$ cat config.mk
export PLATFORM = sky130hd
export DESIGN_NAME = uart_tx_arbiter_flat
export DESIGN_NICKNAME = d
export VERILOG_FILES = /design/src/rtl/uart_tx_arbiter_if.sv /design/src/rtl/uart_tx_arbiter.sv /design/src/flat_wrapper.sv
export SDC_FILE = /design/constraint.sdc
export NUM_CORES = 1
export LEC_CHECK = 0
export BUFFER_PORTS_ARGS = -buffer_cell sky130_fd_sc_hd__buf_2
export CORE_MARGIN = 4
export CORE_UTILIZATION = 48
export CTS_CLUSTER_DIAMETER = 50
export CTS_CLUSTER_SIZE = 16
export DETAILED_ROUTE_END_ITERATION = 8
export GPL_ROUTABILITY_DRIVEN = 0
export PLACE_DENSITY_LB_ADDON = 0.25
export SLEW_MARGIN = 20
export SYNTH_ARGS = -nofsm -noshare
export SYNTH_HDL_FRONTEND = slang
export SYNTH_SLANG_ARGS = --single-unit
$ cat constraint.sdc
create_clock -name i_Clock -period 1.9 [get_ports i_Clock]
set_input_delay 0.095 -clock i_Clock [delete_from_list [all_inputs] [get_ports i_Clock]]
set_output_delay 0.095 -clock i_Clock [all_outputs]
set_load 0.1 [all_outputs]
$ cat src/rtl/uart_tx_arbiter_if.sv
// Handshake bundle between three byte requesters, the arbiter and a UART transmitter.
// The master side drives requests and transmitter status; the arbiter takes the slave side.
interface uart_tx_arbiter_if;
  logic [2:0] i_Req;
  logic [7:0] i_Byte0;
  logic [7:0] i_Byte1;
  logic [7:0] i_Byte2;
  logic [2:0] i_Last;
  logic [2:0] o_Ack;
  logic [2:0] o_Grant;
  logic       o_Tx_DV;
  logic [7:0] o_Tx_Byte;
  logic       i_Tx_Active;
  logic       i_Tx_Done;
  logic       o_Busy;
  logic       o_Err;

  modport master (
    output i_Req, i_Byte0, i_Byte1, i_Byte2, i_Last, i_Tx_Active, i_Tx_Done,
    input  o_Ack, o_Grant, o_Tx_DV, o_Tx_Byte, o_Busy, o_Err
  );

  modport slave (
    input  i_Req, i_Byte0, i_Byte1, i_Byte2, i_Last, i_Tx_Active, i_Tx_Done,
    output o_Ack, o_Grant, o_Tx_DV, o_Tx_Byte, o_Busy, o_Err
  );
endinterface

$ cat src/rtl/uart_tx_arbiter.sv
// Round-robin arbiter sharing one UART transmitter among three byte requesters,
// with frame locking bounded by LOCK_MAX and an activity timeout on each byte.
module uart_tx_arbiter #(
  parameter int LOCK_MAX    = 16,
  parameter int ACT_TIMEOUT = 8
) (
  input  logic              i_Clock,
  input  logic              i_Reset,
  uart_tx_arbiter_if.slave  bus
);

  typedef enum logic [2:0] {IDLE, LOAD, WAIT_ACT, WAIT_DONE, GAP} state_t;

  state_t     state_q, state_d;
  logic [1:0] owner_q, owner_d;
  logic [1:0] last_win_q, last_win_d;
  logic [7:0] tx_byte_q, tx_byte_d;
  logic [7:0] frame_cnt_q, frame_cnt_d;
  logic [7:0] tout_cnt_q, tout_cnt_d;
  logic       last_flag_q, last_flag_d;

  logic [7:0] req_byte [4];
  logic [3:0] req_pad;
  logic [3:0] last_pad;
  logic [1:0] rr_idx;
  logic [1:0] rr_cand;
  logic       rr_found;
  logic       timeout;
  logic       gap_clear;
  logic       can_continue;

  // Fourth slot pads the 2-bit owner index so every select stays in range.
  assign req_byte[0] = bus.i_Byte0;
  assign req_byte[1] = bus.i_Byte1;
  assign req_byte[2] = bus.i_Byte2;
  assign req_byte[3] = 8'h00;
  assign req_pad     = {1'b0, bus.i_Req};
  assign last_pad    = {1'b0, bus.i_Last};

  // Search starts one past the last winner and wraps 2 -> 0.
  always_comb begin
    rr_found = 1'b0;
    rr_idx   = 2'd0;
    rr_cand  = last_win_q;
    for (int off = 0; off < 3; off++) begin
      rr_cand = (rr_cand == 2'd2) ? 2'd0 : rr_cand + 2'd1;
      if (!rr_found && req_pad[rr_cand]) begin
        rr_found = 1'b1;
        rr_idx   = rr_cand;
      end
    end
  end

  assign timeout      = (tout_cnt_q == 8'(ACT_TIMEOUT - 1));
  assign gap_clear    = !bus.i_Tx_Done && !bus.i_Tx_Active;
  assign can_continue = !last_flag_q && req_pad[owner_q] && (frame_cnt_q < 8'(LOCK_MAX));

  always_ff @(posedge i_Clock or posedge i_Reset) begin
    if (i_Reset) begin
      state_q     <= IDLE;
      owner_q     <= 2'd0;
      last_win_q  <= 2'd2;
      tx_byte_q   <= 8'h00;
      frame_cnt_q <= 8'd0;
      tout_cnt_q  <= 8'd0;
      last_flag_q <= 1'b0;
    end else begin
      state_q     <= state_d;
      owner_q     <= owner_d;
      last_win_q  <= last_win_d;
      tx_byte_q   <= tx_byte_d;
      frame_cnt_q <= frame_cnt_d;
      tout_cnt_q  <= tout_cnt_d;
      last_flag_q <= last_flag_d;
    end
  end

  always_comb begin
    state_d     = state_q;
    owner_d     = owner_q;
    last_win_d  = last_win_q;
    tx_byte_d   = tx_byte_q;
    frame_cnt_d = frame_cnt_q;
    tout_cnt_d  = tout_cnt_q;
    last_flag_d = last_flag_q;
    case (state_q)
      IDLE: begin
        if (rr_found) begin
          owner_d     = rr_idx;
          tx_byte_d   = req_byte[rr_idx];
          frame_cnt_d = 8'd0;
          state_d     = LOAD;
        end
      end
      LOAD: begin
        frame_cnt_d = frame_cnt_q + 8'd1;
        last_flag_d = last_pad[owner_q];
        tx_byte_d   = req_byte[owner_q];
        tout_cnt_d  = 8'd0;
        state_d     = WAIT_ACT;
      end
      WAIT_ACT: begin
        if (bus.i_Tx_Active) begin
          state_d = WAIT_DONE;
        end else if (timeout) begin
          last_win_d = owner_q;
          state_d    = IDLE;
        end else begin
          tout_cnt_d = tout_cnt_q + 8'd1;
        end
      end
      WAIT_DONE: begin
        if (bus.i_Tx_Done) state_d = GAP;
      end
      GAP: begin
        // Done may linger for several cycles; only a quiet transmitter lets the next byte start.
        if (gap_clear) begin
          if (can_continue) begin
            tx_byte_d = req_byte[owner_q];
            state_d   = LOAD;
          end else begin
            last_win_d = owner_q;
            state_d    = IDLE;
          end
        end
      end
      default: state_d = IDLE;
    endcase
  end

  always_comb begin
    bus.o_Grant   = 3'b000;
    bus.o_Ack     = 3'b000;
    bus.o_Tx_DV   = 1'b0;
    bus.o_Busy    = 1'b0;
    bus.o_Err     = 1'b0;
    bus.o_Tx_Byte = tx_byte_q;
    if (state_q != IDLE) begin
      bus.o_Grant = 3'b001 << owner_q;
      bus.o_Busy  = 1'b1;
    end
    if (state_q == LOAD) begin
      bus.o_Tx_DV = 1'b1;
      bus.o_Ack   = 3'b001 << owner_q;
    end
    if (state_q == WAIT_ACT && !bus.i_Tx_Active && timeout) bus.o_Err = 1'b1;
  end

endmodule

$ cat src/flat_wrapper.sv
// flat-port wrapper written by rule: the top's interface ports become plain ports
module uart_tx_arbiter_flat 
#(
  parameter int LOCK_MAX    = 16,
  parameter int ACT_TIMEOUT = 8
)
  (i_Clock, i_Reset, bus_i_Req, bus_i_Byte0, bus_i_Byte1, bus_i_Byte2, bus_i_Last, bus_i_Tx_Active, bus_i_Tx_Done, bus_o_Ack, bus_o_Grant, bus_o_Tx_DV, bus_o_Tx_Byte, bus_o_Busy, bus_o_Err);
  uart_tx_arbiter_if bus_i ();
  input  logic i_Clock;
  input  logic i_Reset;
  input wire logic [$bits(bus_i.i_Req)-1:0] bus_i_Req;
  input wire logic [$bits(bus_i.i_Byte0)-1:0] bus_i_Byte0;
  input wire logic [$bits(bus_i.i_Byte1)-1:0] bus_i_Byte1;
  input wire logic [$bits(bus_i.i_Byte2)-1:0] bus_i_Byte2;
  input wire logic [$bits(bus_i.i_Last)-1:0] bus_i_Last;
  input wire logic [$bits(bus_i.i_Tx_Active)-1:0] bus_i_Tx_Active;
  input wire logic [$bits(bus_i.i_Tx_Done)-1:0] bus_i_Tx_Done;
  output wire logic [$bits(bus_i.o_Ack)-1:0] bus_o_Ack;
  output wire logic [$bits(bus_i.o_Grant)-1:0] bus_o_Grant;
  output wire logic [$bits(bus_i.o_Tx_DV)-1:0] bus_o_Tx_DV;
  output wire logic [$bits(bus_i.o_Tx_Byte)-1:0] bus_o_Tx_Byte;
  output wire logic [$bits(bus_i.o_Busy)-1:0] bus_o_Busy;
  output wire logic [$bits(bus_i.o_Err)-1:0] bus_o_Err;
  assign bus_i.i_Req = bus_i_Req;
  assign bus_i.i_Byte0 = bus_i_Byte0;
  assign bus_i.i_Byte1 = bus_i_Byte1;
  assign bus_i.i_Byte2 = bus_i_Byte2;
  assign bus_i.i_Last = bus_i_Last;
  assign bus_i.i_Tx_Active = bus_i_Tx_Active;
  assign bus_i.i_Tx_Done = bus_i_Tx_Done;
  assign bus_o_Ack = bus_i.o_Ack;
  assign bus_o_Grant = bus_i.o_Grant;
  assign bus_o_Tx_DV = bus_i.o_Tx_DV;
  assign bus_o_Tx_Byte = bus_i.o_Tx_Byte;
  assign bus_o_Busy = bus_i.o_Busy;
  assign bus_o_Err = bus_i.o_Err;
  uart_tx_arbiter #(.LOCK_MAX(LOCK_MAX), .ACT_TIMEOUT(ACT_TIMEOUT)) u_core (.i_Clock(i_Clock), .i_Reset(i_Reset), .bus(bus_i));
endmodule
==> summary.txt <==
Detailed routing
  – 1st-pass router iterations: 4
  – Detailed Route WL: 5800 um
  – Drt drc: 0
  – Routed Antenna Nets: 0
  – Starting DRT DRC Count: 149
  – DR vias: 2140
  – Via density per instance: 5.74
  – Drt wl/cell: 15.5 um

Floorplanning
  – Starting Density: 0.511
  – Die H: 74.5 um
  – DIE WIDTH: 74.5 um
  – Core area: 0.00414 mm2
  – I/O pins: 51
  – Num rows: 23
  – Die Footprint: 0.00554 mm2

Worst setup path
  – R2r endpoint: u_core.tout_cnt_q[5]$_DFFE_PP0P_
  – Flop2flop setup slack: -0.33 ns
  – Crit path max fanout: 5
  – CP required: 2.08 ns
  – Startpoint types: register
  – Arrival time worst endpoint: 2.40 ns
  – Worst r2r src: u_core.tout_cnt_q[6]$_DFFE_PP0P_
  – Reg2reg path depth: 10
  – Crit end category: register
  – WS Path Type: reg -> reg

Cells and area
  – Total Nets Final: 358
  – Share of layout cells above drive strength 1: 0.427
  – Most common cell after layout, fill and taps aside: buf_2
  – Most frequent cells in the layout: buf_2 (42), buf_4 (33), dfrtp_1 (29)
  – Diodes inserted: 0
  – FILL cells: 302
  – Non-Filler Instances: 373
  – Synthesis-to-finish area growth: 45.6%

Hold path
  – Hold worst-path end: u_core.last_flag_q$_DFFE_PP0P_
  – WHS Path Cells: 3
  – Min-Delay Startpoint: bus_i_Last[2]
  – Worst Hold Class: in -> reg

Clock network
  – Skew-Pair Late Insertion Delay: 0.29 ns
  – Num CTS Buffers: 5
  – CTS tree: yes
  – Root buffer cell: clkbuf_8
  – Worst-path clk slew: 0.07 ns
  – Clk buf depth: 2
  – Clock Sinks: 32
  – H-Tree Depth: 2

Run
  – Max Cap Violations: 0

Yosys
  – Synth Register Bits: 32
  – Net Count, Synth: 277
  – Synth Flop Type: dfrtp_1
  – Post-synth ARST share: 1.00
  – Count of cell types in the netlist: 48
  – Mapped cell area: 0.00212 mm2
  – Sequential area share after synthesis: 0.378
  – Syn avg cell area: 8.79 um2
  – Number of flops mapped to enable cells by yosys: 0
  – Yosys warnings: 0
  – Cells after Synth: 241

Placed design
  – Port Buffers: 50
  – Placed Cells: 356
  – DP Wirelength: 4180 um

STA
  – Crit share post-route: 1.17
  – Final setup viols: 12
  – Post-route setup slack: -0.329 ns
  – Worst slew pin tran: 0.499 ns
  – Min Tclk post-route: 2.23 ns
  – Hold Vio Cnt, Final: 0
  – Max transition margin: 0.670
  – Fmax: 449 MHz
  – RSZ-0062 raised after global routing: true
  – Max Clock Skew: 0.00929 ns
  – Slew Viols, Final: 0

Global routing
  – Initial antenna violation count: 0
  – Grt total ovfl: 0
  – Vias in the first global route: 2162
  – First-pass GRT wire length: 9850 um
  – Tot GR Track Use: 0.232
  – Largest net degree at the start of global routing: 33

Power
  – Overall power: 5.73 mW
  – Peak VDD IR: 0.00155 V
  – Power Dens Cells: 1860 mW/mm2
  – P_leak: 1.43 nW

Run status
  – Failing checks: negative setup slack
  – Outcome: finished with violations
## cell type report
| cell class | instances | area, um2 | area share |
|---|---|---|---|
| Tap cell | 50 | 62.6 | 0.0203 |
| Multi-Input combinational cell | 187 | 1420 | 0.461 |
| Clock buffer | 5 | 68.8 | 0.0223 |
| Sequential cell | 32 | 805 | 0.261 |
| Clock inverter | 3 | 18.8 | 0.00608 |
| Timing Repair Buffer | 89 | 681 | 0.221 |
| Inverter | 7 | 26.3 | 0.00852 |
## worst max-delay path by stage
stage | cells after the start | endpoint | startpoint
floorplan | 5 | u_core.last_win_q[0]$_DFFE_PP0P_ | u_core.tout_cnt_q[6]$_DFFE_PP0P_
global placement | 5 | u_core.last_win_q[0]$_DFFE_PP0P_ | u_core.tout_cnt_q[6]$_DFFE_PP0P_
detailed placement | 5 | u_core.last_win_q[0]$_DFFE_PP0P_ | u_core.tout_cnt_q[6]$_DFFE_PP0P_
CTS | 4 | bus_o_Err | u_core.tout_cnt_q[6]$_DFFE_PP0P_
global route | 4 | bus_o_Err | u_core.tout_cnt_q[6]$_DFFE_PP0P_
finish | 10 | u_core.tout_cnt_q[5]$_DFFE_PP0P_ | u_core.tout_cnt_q[6]$_DFFE_PP0P_
## power breakdown
part           internal, mW  switching, mW  total, mW
combinational          1.47           2.64       4.12
sequential            0.903          0.194       1.10
clock                 0.255          0.264      0.519
total                  2.63           3.10       5.73
## synth_stat cells (2+ instances only)
library cell  instances  area share
a211oi_1              2      0.0071
a21oi_1              15       0.035
a221oi_1              8       0.033
a22oi_1               2      0.0071
and3_1                3      0.0089
buf_1                 2      0.0035
buf_2                 5       0.012
clkbuf_1              8       0.014
dfrtp_1              31        0.37
ha_1                  2       0.012
inv_1                 4      0.0071
inv_2                 3      0.0053
mux2_1                2       0.011
mux2_2                8       0.043
mux2i_1              19       0.090
nand2_1              22       0.039
nand2b_1              4       0.012
nand3_1               7       0.017
nor2_1               32       0.057
nor2b_1               3      0.0089
nor3_1               11       0.026
o21ai_0               2      0.0047
o21ai_1              14       0.033
o31ai_1               2      0.0071
xnor2_1               5       0.021
xor2_1                3       0.012
## per-layer routing
layer | global-route usage | routed length, um
met5 | 0 | 0
met1 | 0.304 | 2520
met4 | 0.0791 | 66
met2 | 0.373 | 2830
met3 | 0.0622 | 378
## flip-flops by register name, indices dropped and copies added, names as in the netlist
signal / flops
u_core.frame_cnt_q: 8
u_core.state_q: 3
u_core.tout_cnt_q: 8
u_core.bus.o_Tx_Byte: 8
u_core.last_win_q: 2
u_core.last_flag_q: 1
u_core.owner_q: 2
## cells by family after synthesis
| logic type | Yosys count | synth area share |
|---|---|---|
| AO/OA/AOI/OAI | 58 | 0.187 |
| flip-flops | 32 | 0.378 |
| adder cells (fa/ha/maj) | 2 | 0.0118 |
| buffers and inverters | 22 | 0.0419 |
| AND/OR/NAND/NOR | 90 | 0.205 |
| XOR/XNOR | 8 | 0.0331 |
| multiplexers | 29 | 0.143 |
## worst max-delay path: stages, from the launching register on
cell and delay [ns]:
dfrtp_1 0.39, or4_4 0.55, buf_4 0.15, buf_6 0.10, buf_6 0.10, buf_6 0.10
o311ai_4 0.21, buf_6 0.19, a2111oi_4 0.09, xnor2_1 0.19, nor2_1 0.05
## timing repair
action,CTS,global route
setup endpoints to repair,18,21
resized for setup,23,15
hold buffers,1,0
pin swaps,10,8
setup buffers,6,2
endpoints found under the hold margin,31,0
## stage by stage
| stage | cell area [um2] | util | TNS, ns | worst slack, ns | hold WS [ns] |
|---|---|---|---|---|---|
| after floorplan | 2180 | - | -3.29 | -1.07 | 0.210 |
| after global placement | 2750 | 0.665 | -1.04 | -0.197 | 0.201 |
| after detailed placement | 2750 | 0.665 | -1.66 | -0.237 | 0.203 |
| after CTS | 3010 | 0.727 | -2.56 | -0.330 | 0.0826 |
| after global routing | 3090 | 0.745 | -4.05 | -0.411 | 0.0940 |
| final | 3090 | 0.745 | -2.95 | -0.329 | 0.0867 |
No activity file was read; power rests on OpenSTA's default activity.
